[config.mk]
export PLATFORM = sky130hd
export DESIGN_NAME = multi_event_counter
export DESIGN_NICKNAME = d
export VERILOG_FILES = /design/src/rtl/multi_event_counter_pkg.sv /design/src/rtl/debounce_edge.sv /design/src/rtl/multi_event_counter.sv
export SDC_FILE = /design/constraint.sdc
export NUM_CORES = 1
export LEC_CHECK = 0
export ABC_AREA = 1
export BUFFER_PORTS_ARGS = -buffer_cell sky130_fd_sc_hd__buf_2
export CAP_MARGIN = 20
export CORE_ASPECT_RATIO = 0.75
export CORE_UTILIZATION = 65
export CTS_BUF_LIST = sky130_fd_sc_hd__clkbuf_8 sky130_fd_sc_hd__clkbuf_16
export DETAILED_ROUTE_END_ITERATION = 7
export MAX_ROUTING_LAYER = met4
export PLACE_DENSITY = 0.87
export SETUP_SLACK_MARGIN = 0.1
export SLEW_MARGIN = 10
export SYNTH_ARGS = -nofsm -noshare
export SYNTH_HDL_FRONTEND = slang
export SYNTH_HIERARCHICAL = 1
export SYNTH_SLANG_ARGS = --single-unit
export TNS_END_PERCENT = 30
[constraint.sdc]
create_clock -name clk -period 2.9 [get_ports clk]
set_input_delay 0.725 -clock clk [delete_from_list [all_inputs] [get_ports clk]]
set_output_delay 0.725 -clock clk [all_outputs]
set_load 0.02 [all_outputs]
[src/rtl/multi_event_counter_pkg.sv]
// rtl/multi_event_counter_pkg.sv - shared types and sizing helpers for the multi-channel event counter
package multi_event_counter_pkg;

   typedef enum logic [1:0] {
      ST_IDLE  = 2'd0,
      ST_SHIFT = 2'd1,
      ST_STORE = 2'd2
   } bcd_state_e;

   // Decimal digits needed to show the largest unsigned value of the given width.
   function automatic int bcd_digits_needed(input int width);
      longint unsigned maxv;
      int              d;
      maxv = (64'd1 << width) - 64'd1;
      d    = 1;
      maxv = maxv / 64'd10;
      while (maxv != 64'd0) begin
         d++;
         maxv = maxv / 64'd10;
      end
      return d;
   endfunction

   // Bits needed to hold an index 0..n-1 (never less than 1).
   function automatic int idx_width(input int n);
      return (n <= 1) ? 1 : $clog2(n);
   endfunction

endpackage

[src/rtl/debounce_edge.sv]
// rtl/debounce_edge.sv - two-flop synchroniser, debounce filter and registered rising-edge pulse
module debounce_edge
   import multi_event_counter_pkg::*;
#(
   parameter int DEBOUNCE_CYCLES = 2500000
) (
   input  logic clk,
   input  logic rst_n,
   input  logic sw_i,
   output logic rise_o
);

   localparam int DB_W = idx_width(DEBOUNCE_CYCLES);

   logic            sync1_q;
   logic            sync2_q;
   logic            stable_q;
   logic            stable_dly_q;
   logic            rise_q;
   logic [DB_W-1:0] db_cnt_q;

   always_ff @(posedge clk or negedge rst_n) begin
      if (!rst_n) begin
         sync1_q      <= 1'b0;
         sync2_q      <= 1'b0;
         stable_q     <= 1'b0;
         stable_dly_q <= 1'b0;
         rise_q       <= 1'b0;
         db_cnt_q     <= '0;
      end else begin
         sync1_q <= sw_i;
         sync2_q <= sync1_q;
         // Any return to the stable level clears the run, so glitches restart the wait.
         if (sync2_q != stable_q) begin
            if (db_cnt_q == DB_W'(DEBOUNCE_CYCLES - 1)) begin
               stable_q <= sync2_q;
               db_cnt_q <= '0;
            end else begin
               db_cnt_q <= db_cnt_q + DB_W'(1);
            end
         end else begin
            db_cnt_q <= '0;
         end
         stable_dly_q <= stable_q;
         rise_q       <= stable_q & ~stable_dly_q;
      end
   end

   assign rise_o = rise_q;

endmodule

[src/rtl/multi_event_counter.sv]
// rtl/multi_event_counter.sv - per-channel debounced up/down counters with a shared round-robin BCD converter
module multi_event_counter
   import multi_event_counter_pkg::*;
#(
   parameter int CHANNELS        = 2,
   parameter int CNT_W           = 16,
   parameter int DIGITS          = 5,
   parameter int DEBOUNCE_CYCLES = 2500000,
   parameter int WRAP            = 1
) (
   input  logic                         clk,
   input  logic                         rst_n,
   input  logic [CHANNELS-1:0]          sw_in,
   input  logic                         down,
   input  logic [CHANNELS-1:0]          clear,
   output logic [CHANNELS*CNT_W-1:0]    count_out,
   output logic [CHANNELS*4*DIGITS-1:0] bcd_out,
   output logic [CHANNELS-1:0]          bcd_valid,
   output logic [CHANNELS-1:0]          ovf
);

   localparam int BCD_W = 4 * DIGITS;
   localparam int SR_W  = BCD_W + CNT_W;
   localparam int CH_W  = idx_width(CHANNELS);
   localparam int SC_W  = idx_width(CNT_W);
   localparam logic [CNT_W-1:0] CNT_MAX = '1;

   if (bcd_digits_needed(CNT_W) > DIGITS) begin : g_bad_digits
      $error("DIGITS cannot represent the full CNT_W range");
   end
   if (CHANNELS < 1 || CHANNELS > 8 || DEBOUNCE_CYCLES < 2) begin : g_bad_params
      $error("CHANNELS must be 1..8 and DEBOUNCE_CYCLES at least 2");
   end

   logic [CHANNELS-1:0] rise;

   for (genvar k = 0; k < CHANNELS; k++) begin : g_chan
      debounce_edge #(
         .DEBOUNCE_CYCLES(DEBOUNCE_CYCLES)
      ) u_debounce (
         .clk   (clk),
         .rst_n (rst_n),
         .sw_i  (sw_in[k]),
         .rise_o(rise[k])
      );
   end

   logic [CHANNELS-1:0][CNT_W-1:0] count_q, count_d;
   logic [CHANNELS-1:0]            ovf_q, ovf_d;

   // Clear wins over a coincident edge; the edge is dropped, not deferred.
   always_comb begin
      count_d = count_q;
      ovf_d   = ovf_q;
      for (int k = 0; k < CHANNELS; k++) begin
         if (clear[k]) begin
            count_d[k] = '0;
            ovf_d[k]   = 1'b0;
         end else if (rise[k]) begin
            if (!down) begin
               if (count_q[k] == CNT_MAX) begin
                  ovf_d[k] = 1'b1;
                  if (WRAP != 0) count_d[k] = '0;
               end else begin
                  count_d[k] = count_q[k] + CNT_W'(1);
               end
            end else begin
               if (count_q[k] == '0) begin
                  ovf_d[k] = 1'b1;
                  if (WRAP != 0) count_d[k] = CNT_MAX;
               end else begin
                  count_d[k] = count_q[k] - CNT_W'(1);
               end
            end
         end
      end
   end

   always_ff @(posedge clk or negedge rst_n) begin
      if (!rst_n) begin
         count_q <= '0;
         ovf_q   <= '0;
      end else begin
         count_q <= count_d;
         ovf_q   <= ovf_d;
      end
   end

   bcd_state_e                     state_q;
   logic [CH_W-1:0]                ch_q;
   logic [SC_W-1:0]                sc_q;
   logic [SR_W-1:0]                sr_q;
   logic [SR_W-1:0]                sr_adj;
   logic [CHANNELS-1:0][BCD_W-1:0] bcd_q;
   logic [CHANNELS-1:0]            valid_q;

   // Double-dabble correction: nibbles of 5 or more would exceed 9 once doubled.
   always_comb begin
      sr_adj = sr_q;
      for (int d = 0; d < DIGITS; d++) begin
         if (sr_q[CNT_W + 4*d +: 4] >= 4'd5) begin
            sr_adj[CNT_W + 4*d +: 4] = sr_q[CNT_W + 4*d +: 4] + 4'd3;
         end
      end
   end

   always_ff @(posedge clk or negedge rst_n) begin
      if (!rst_n) begin
         state_q <= ST_IDLE;
         ch_q    <= '0;
         sc_q    <= '0;
         sr_q    <= '0;
         bcd_q   <= '0;
         valid_q <= '0;
      end else begin
         case (state_q)
            ST_IDLE: begin
               sr_q    <= {{BCD_W{1'b0}}, count_q[ch_q]};
               sc_q    <= '0;
               state_q <= ST_SHIFT;
            end
            ST_SHIFT: begin
               sr_q <= sr_adj << 1;
               if (sc_q == SC_W'(CNT_W - 1)) begin
                  state_q <= ST_STORE;
               end else begin
                  sc_q <= sc_q + SC_W'(1);
               end
            end
            ST_STORE: begin
               bcd_q[ch_q]   <= sr_q[SR_W-1 -: BCD_W];
               valid_q[ch_q] <= 1'b1;
               ch_q          <= (ch_q == CH_W'(CHANNELS - 1)) ? '0 : ch_q + CH_W'(1);
               state_q       <= ST_IDLE;
            end
            default: state_q <= ST_IDLE;
         endcase
      end
   end

   assign count_out = count_q;
   assign ovf       = ovf_q;
   assign bcd_out   = bcd_q;
   assign bcd_valid = valid_q;

endmodule
==> flow_summary_export.csv <==
group,metric,value,unit
placed_design,dpl_cell_area,0.0107,mm²
power_and_ir_drop,p_total,6.84,mW
global_route,grt_max_degree,64,
clock_network,cts_setup_buffers,0,
sta,post-route-min-period,2.05,ns
floorplan,ioPinCount,83,
sta,rsz0062_at_grt,"false",
global_route,grt_pass1_wl,42200,µm
sta,relSlewSlack,0.347,
sta,hold_violations,0,
layout,drive_gt1_frac,0.135,
logic_synthesis,synth.distinct_cells,36,
drt,first_pass_iters,6,
power_and_ir_drop,vdd.ir_drop.worst,372,µV
setup_path,max_stage_delay,0.64,ns
hold_path,min_path_type,"in2async",
setup_path,cp_slowest_cell,"dfrtp_1",
power_and_ir_drop,p_leak,5.43,nW
global_route,track_usage,0.337,
clock_network,cts_resized,0,
layout,layout.nets,1456,
drt,wire_per_inst,15.5,µm
drt,antenna_left,0,
floorplan,fp.dieArea,0.0162,mm²
drt,vias,9426,
setup_path,endpoint_kind,"primary output",
power_and_ir_drop,powerDensity,607,mW/mm²
placed_design,portBuffers,82,
sta,setup_viol,0,
layout,syn2layout_area_growth,10.4,%
power_and_ir_drop,switchingPower,2.35,mW
sta,period_share,0.706,
setup_path,cp_top_family,"flip-flops",
clock_network,worst_skew_pair.late_latency,0.43,ns
clock_network,numCtsBuffers,17,
clock_network,cts_sinks,173,
clock_network,cts_root_buffer,"clkbuf_16",
logic_synthesis,synthFlopType,"dfrtp_1",
logic_synthesis,avgSynthCellArea,7.47,µm²
logic_synthesis,async_reset_ff_frac,1.00,
floorplan,start_util,0.668,
drt,drc,0,
logic_synthesis,ys_ff_latch,173,
drt,viasPerCell,5.73,
layout,n_antenna_cell,0,
clock_network,cts_tree,"done",
clock_network,htree_levels,4,
drt,drtIter0Drc,941,
floorplan,core_area,0.0153,mm²
sta,post-route-worst-setup-slack,0.851,ns
logic_synthesis,ys_warn_count,6,
setup_path,worstSetupStartpointType,"flip-flop",
layout,fillerInstances,1180,
power_and_ir_drop,p_int,4.49,mW
setup_path,arrival,1.32,ns
power_and_ir_drop,sw_frac_of_total,0.343,
sta,finalClockSkew,0.00972,ns
clock_network,cts_hold_buf,0,
sta,timing.fmax,488,MHz
global_route,grt_pass1_vias,8543,
sta,slew_violations,0,
setup_path,critPathKind,"reg2out",
setup_path,path_cells,"buf_2",
logic_synthesis,syn-instance-count,1366,
power_and_ir_drop,clock_power_share,0.324,
logic_synthesis,synth-edff-count,0,
clock_network,clk_pin_slew,0.07,ns
outcome,status,"finished clean",
global_route,grt-ovfl-total,0,
setup_path,cp_max_fo,11,
floorplan,die_h,110,µm
logic_synthesis,yosysSeqAreaShare,0.424,
global_route,antenna_found_initial,0,
drt,wirelength,25500,µm
flow_run,drv_cap,0,
logic_synthesis,synth_area,0.0102,mm²
setup_path,cp.required,2.17,ns
power_and_ir_drop,p_comb_frac,0.238,
placed_design,hpwlAfterDp,17800,µm
sta,worstMarginPinSlew,0.978,ns
logic_synthesis,syn-num-nets,1394,
sta,setup_tns,0,ns
placed_design,globalplace.congestion,0.953,
floorplan,rows,39,
clock_network,clock_path_buffers,2,
power_and_ir_drop,p_seq_frac,0.438,
placed_design,pre_cts_ws,0.816,ns
layout,final_area,0.0113,mm²
setup_path,path_buf_inv,1,
floorplan,die_x,147,µm
[per-layer routing]
layer,GRT usage,part of all wire,up-vias
li1,-,-,4534
met1,0.486,0.45,4408
met2,0.480,0.44,436
met3,0.0694,0.089,48
met4,0.0951,0.017,0
met5,-,0,-
[kinds of logic (layout without fill, tap and decap cells)]
kind of cell	count (synthesis)	in the layout	share of synthesized area
simple gates	729	729	0.318
buf+inv	205	280	0.0859
compound gates	197	197	0.109
flops	173	173	0.424
xor+xnor	41	41	0.0367
fa+ha+maj	21	21	0.0258
[state kept, by name, summed over array words and instances (netlist names), 4 cells and up]
| register | count |
|---|---|
| bcd_out | 40 |
| sc_q | 4 |
| g_chan.u_debounce/db_cnt_q | 44 |
| count_out | 32 |
| sr_q | 36 |
[final timing paths]
check,start,endpoint,slack (ns),cells after the start
max,count_out[2]$_DFFE_PN0P_,count_out[2],0.85,1
min,rst_n,bcd_out[9]$_DFFE_PN0P_,0.27,1
max reg2reg,count_out[16]$_DFFE_PN0P_,count_out[19]$_DFFE_PN0P_,0.93,10
min reg2reg,g_chan[0].u_debounce/sync1_q$_DFF_PN0_,g_chan[0].u_debounce/sync2_q$_DFF_PN0_,0.35,0
max in group asynchronous,rst_n,count_out[3]$_DFFE_PN0P_,1.90,2
min in group clk,g_chan[0].u_debounce/sync1_q$_DFF_PN0_,g_chan[0].u_debounce/sync2_q$_DFF_PN0_,0.35,0
[layout make-up]
| class | count | area [µm²] | area share |
|---|---|---|---|
| tap | 205 | 256 | 0.0228 |
| inverter | 155 | 582 | 0.0517 |
| sequential | 173 | 4330 | 0.385 |
| clock inverter | 13 | 118 | 0.0104 |
| timing repair buffer | 93 | 524 | 0.0466 |
| clock buffer | 19 | 453 | 0.0402 |
| multi-input combinational | 988 | 4990 | 0.444 |
[through the flow]
step                      hold WS, ns  instances  utilization
after detailed placement        0.338       1614        0.700
after global routing            0.295       1646        0.737
after floorplan                 0.331       1366            -
final                           0.266       1646        0.737
after CTS                       0.284       1646        0.737
after global placement          0.333       1614        0.700
[power by group through the flow]
| stage | sequential [mW] | combinational, mW | clock, mW |
|---|---|---|---|
| floorplan | 3.24 | 0.849 | 0 |
| global placement | 3.01 | 1.54 | 0 |
| detailed placement | 3.03 | 1.60 | 0 |
| CTS | 2.99 | 1.62 | 2.24 |
| global route | 3.03 | 1.80 | 2.35 |
| finish | 2.99 | 1.62 | 2.22 |
[cell usage in the layout (no fill, tap or decap), types with 6 or more instances in the layout]
cell	synthesis	final
a21oi_1	40	40
buf_2	16	81
buf_4	7	9
clkbuf_16	0	17
dfrtp_1	173	173
ha_1	21	21
inv_1	150	153
nand2_1	345	345
nand2_2	9	9
nand2_4	6	6
nand3_1	109	109
nand4_1	34	34
nor2_1	172	172
nor2_2	32	32
nor2_4	9	9
o211ai_1	15	15
o21ai_0	108	108
o221ai_1	14	14
o22ai_1	6	6
xnor2_1	13	13
xor2_1	26	26
[cell usage after synthesis, types with 13 or more instances]
cell type    n  area, µm²
a21oi_1     40        200
ha_1        21        263
clkbuf_1    19       71.3
inv_1      150        563
o211ai_1    15        113
o21ai_0    108        541
xor2_1      26        228
o221ai_1    14        123
buf_2       16       80.1
nand2_1    345       1290
nor2_1     172        646
dfrtp_1    173       4330
nand3_1    109        546
xnor2_1     13        114
nand4_1     34        213
nor2_2      32        200
Note: power is estimated with default switching activity, not from simulation.
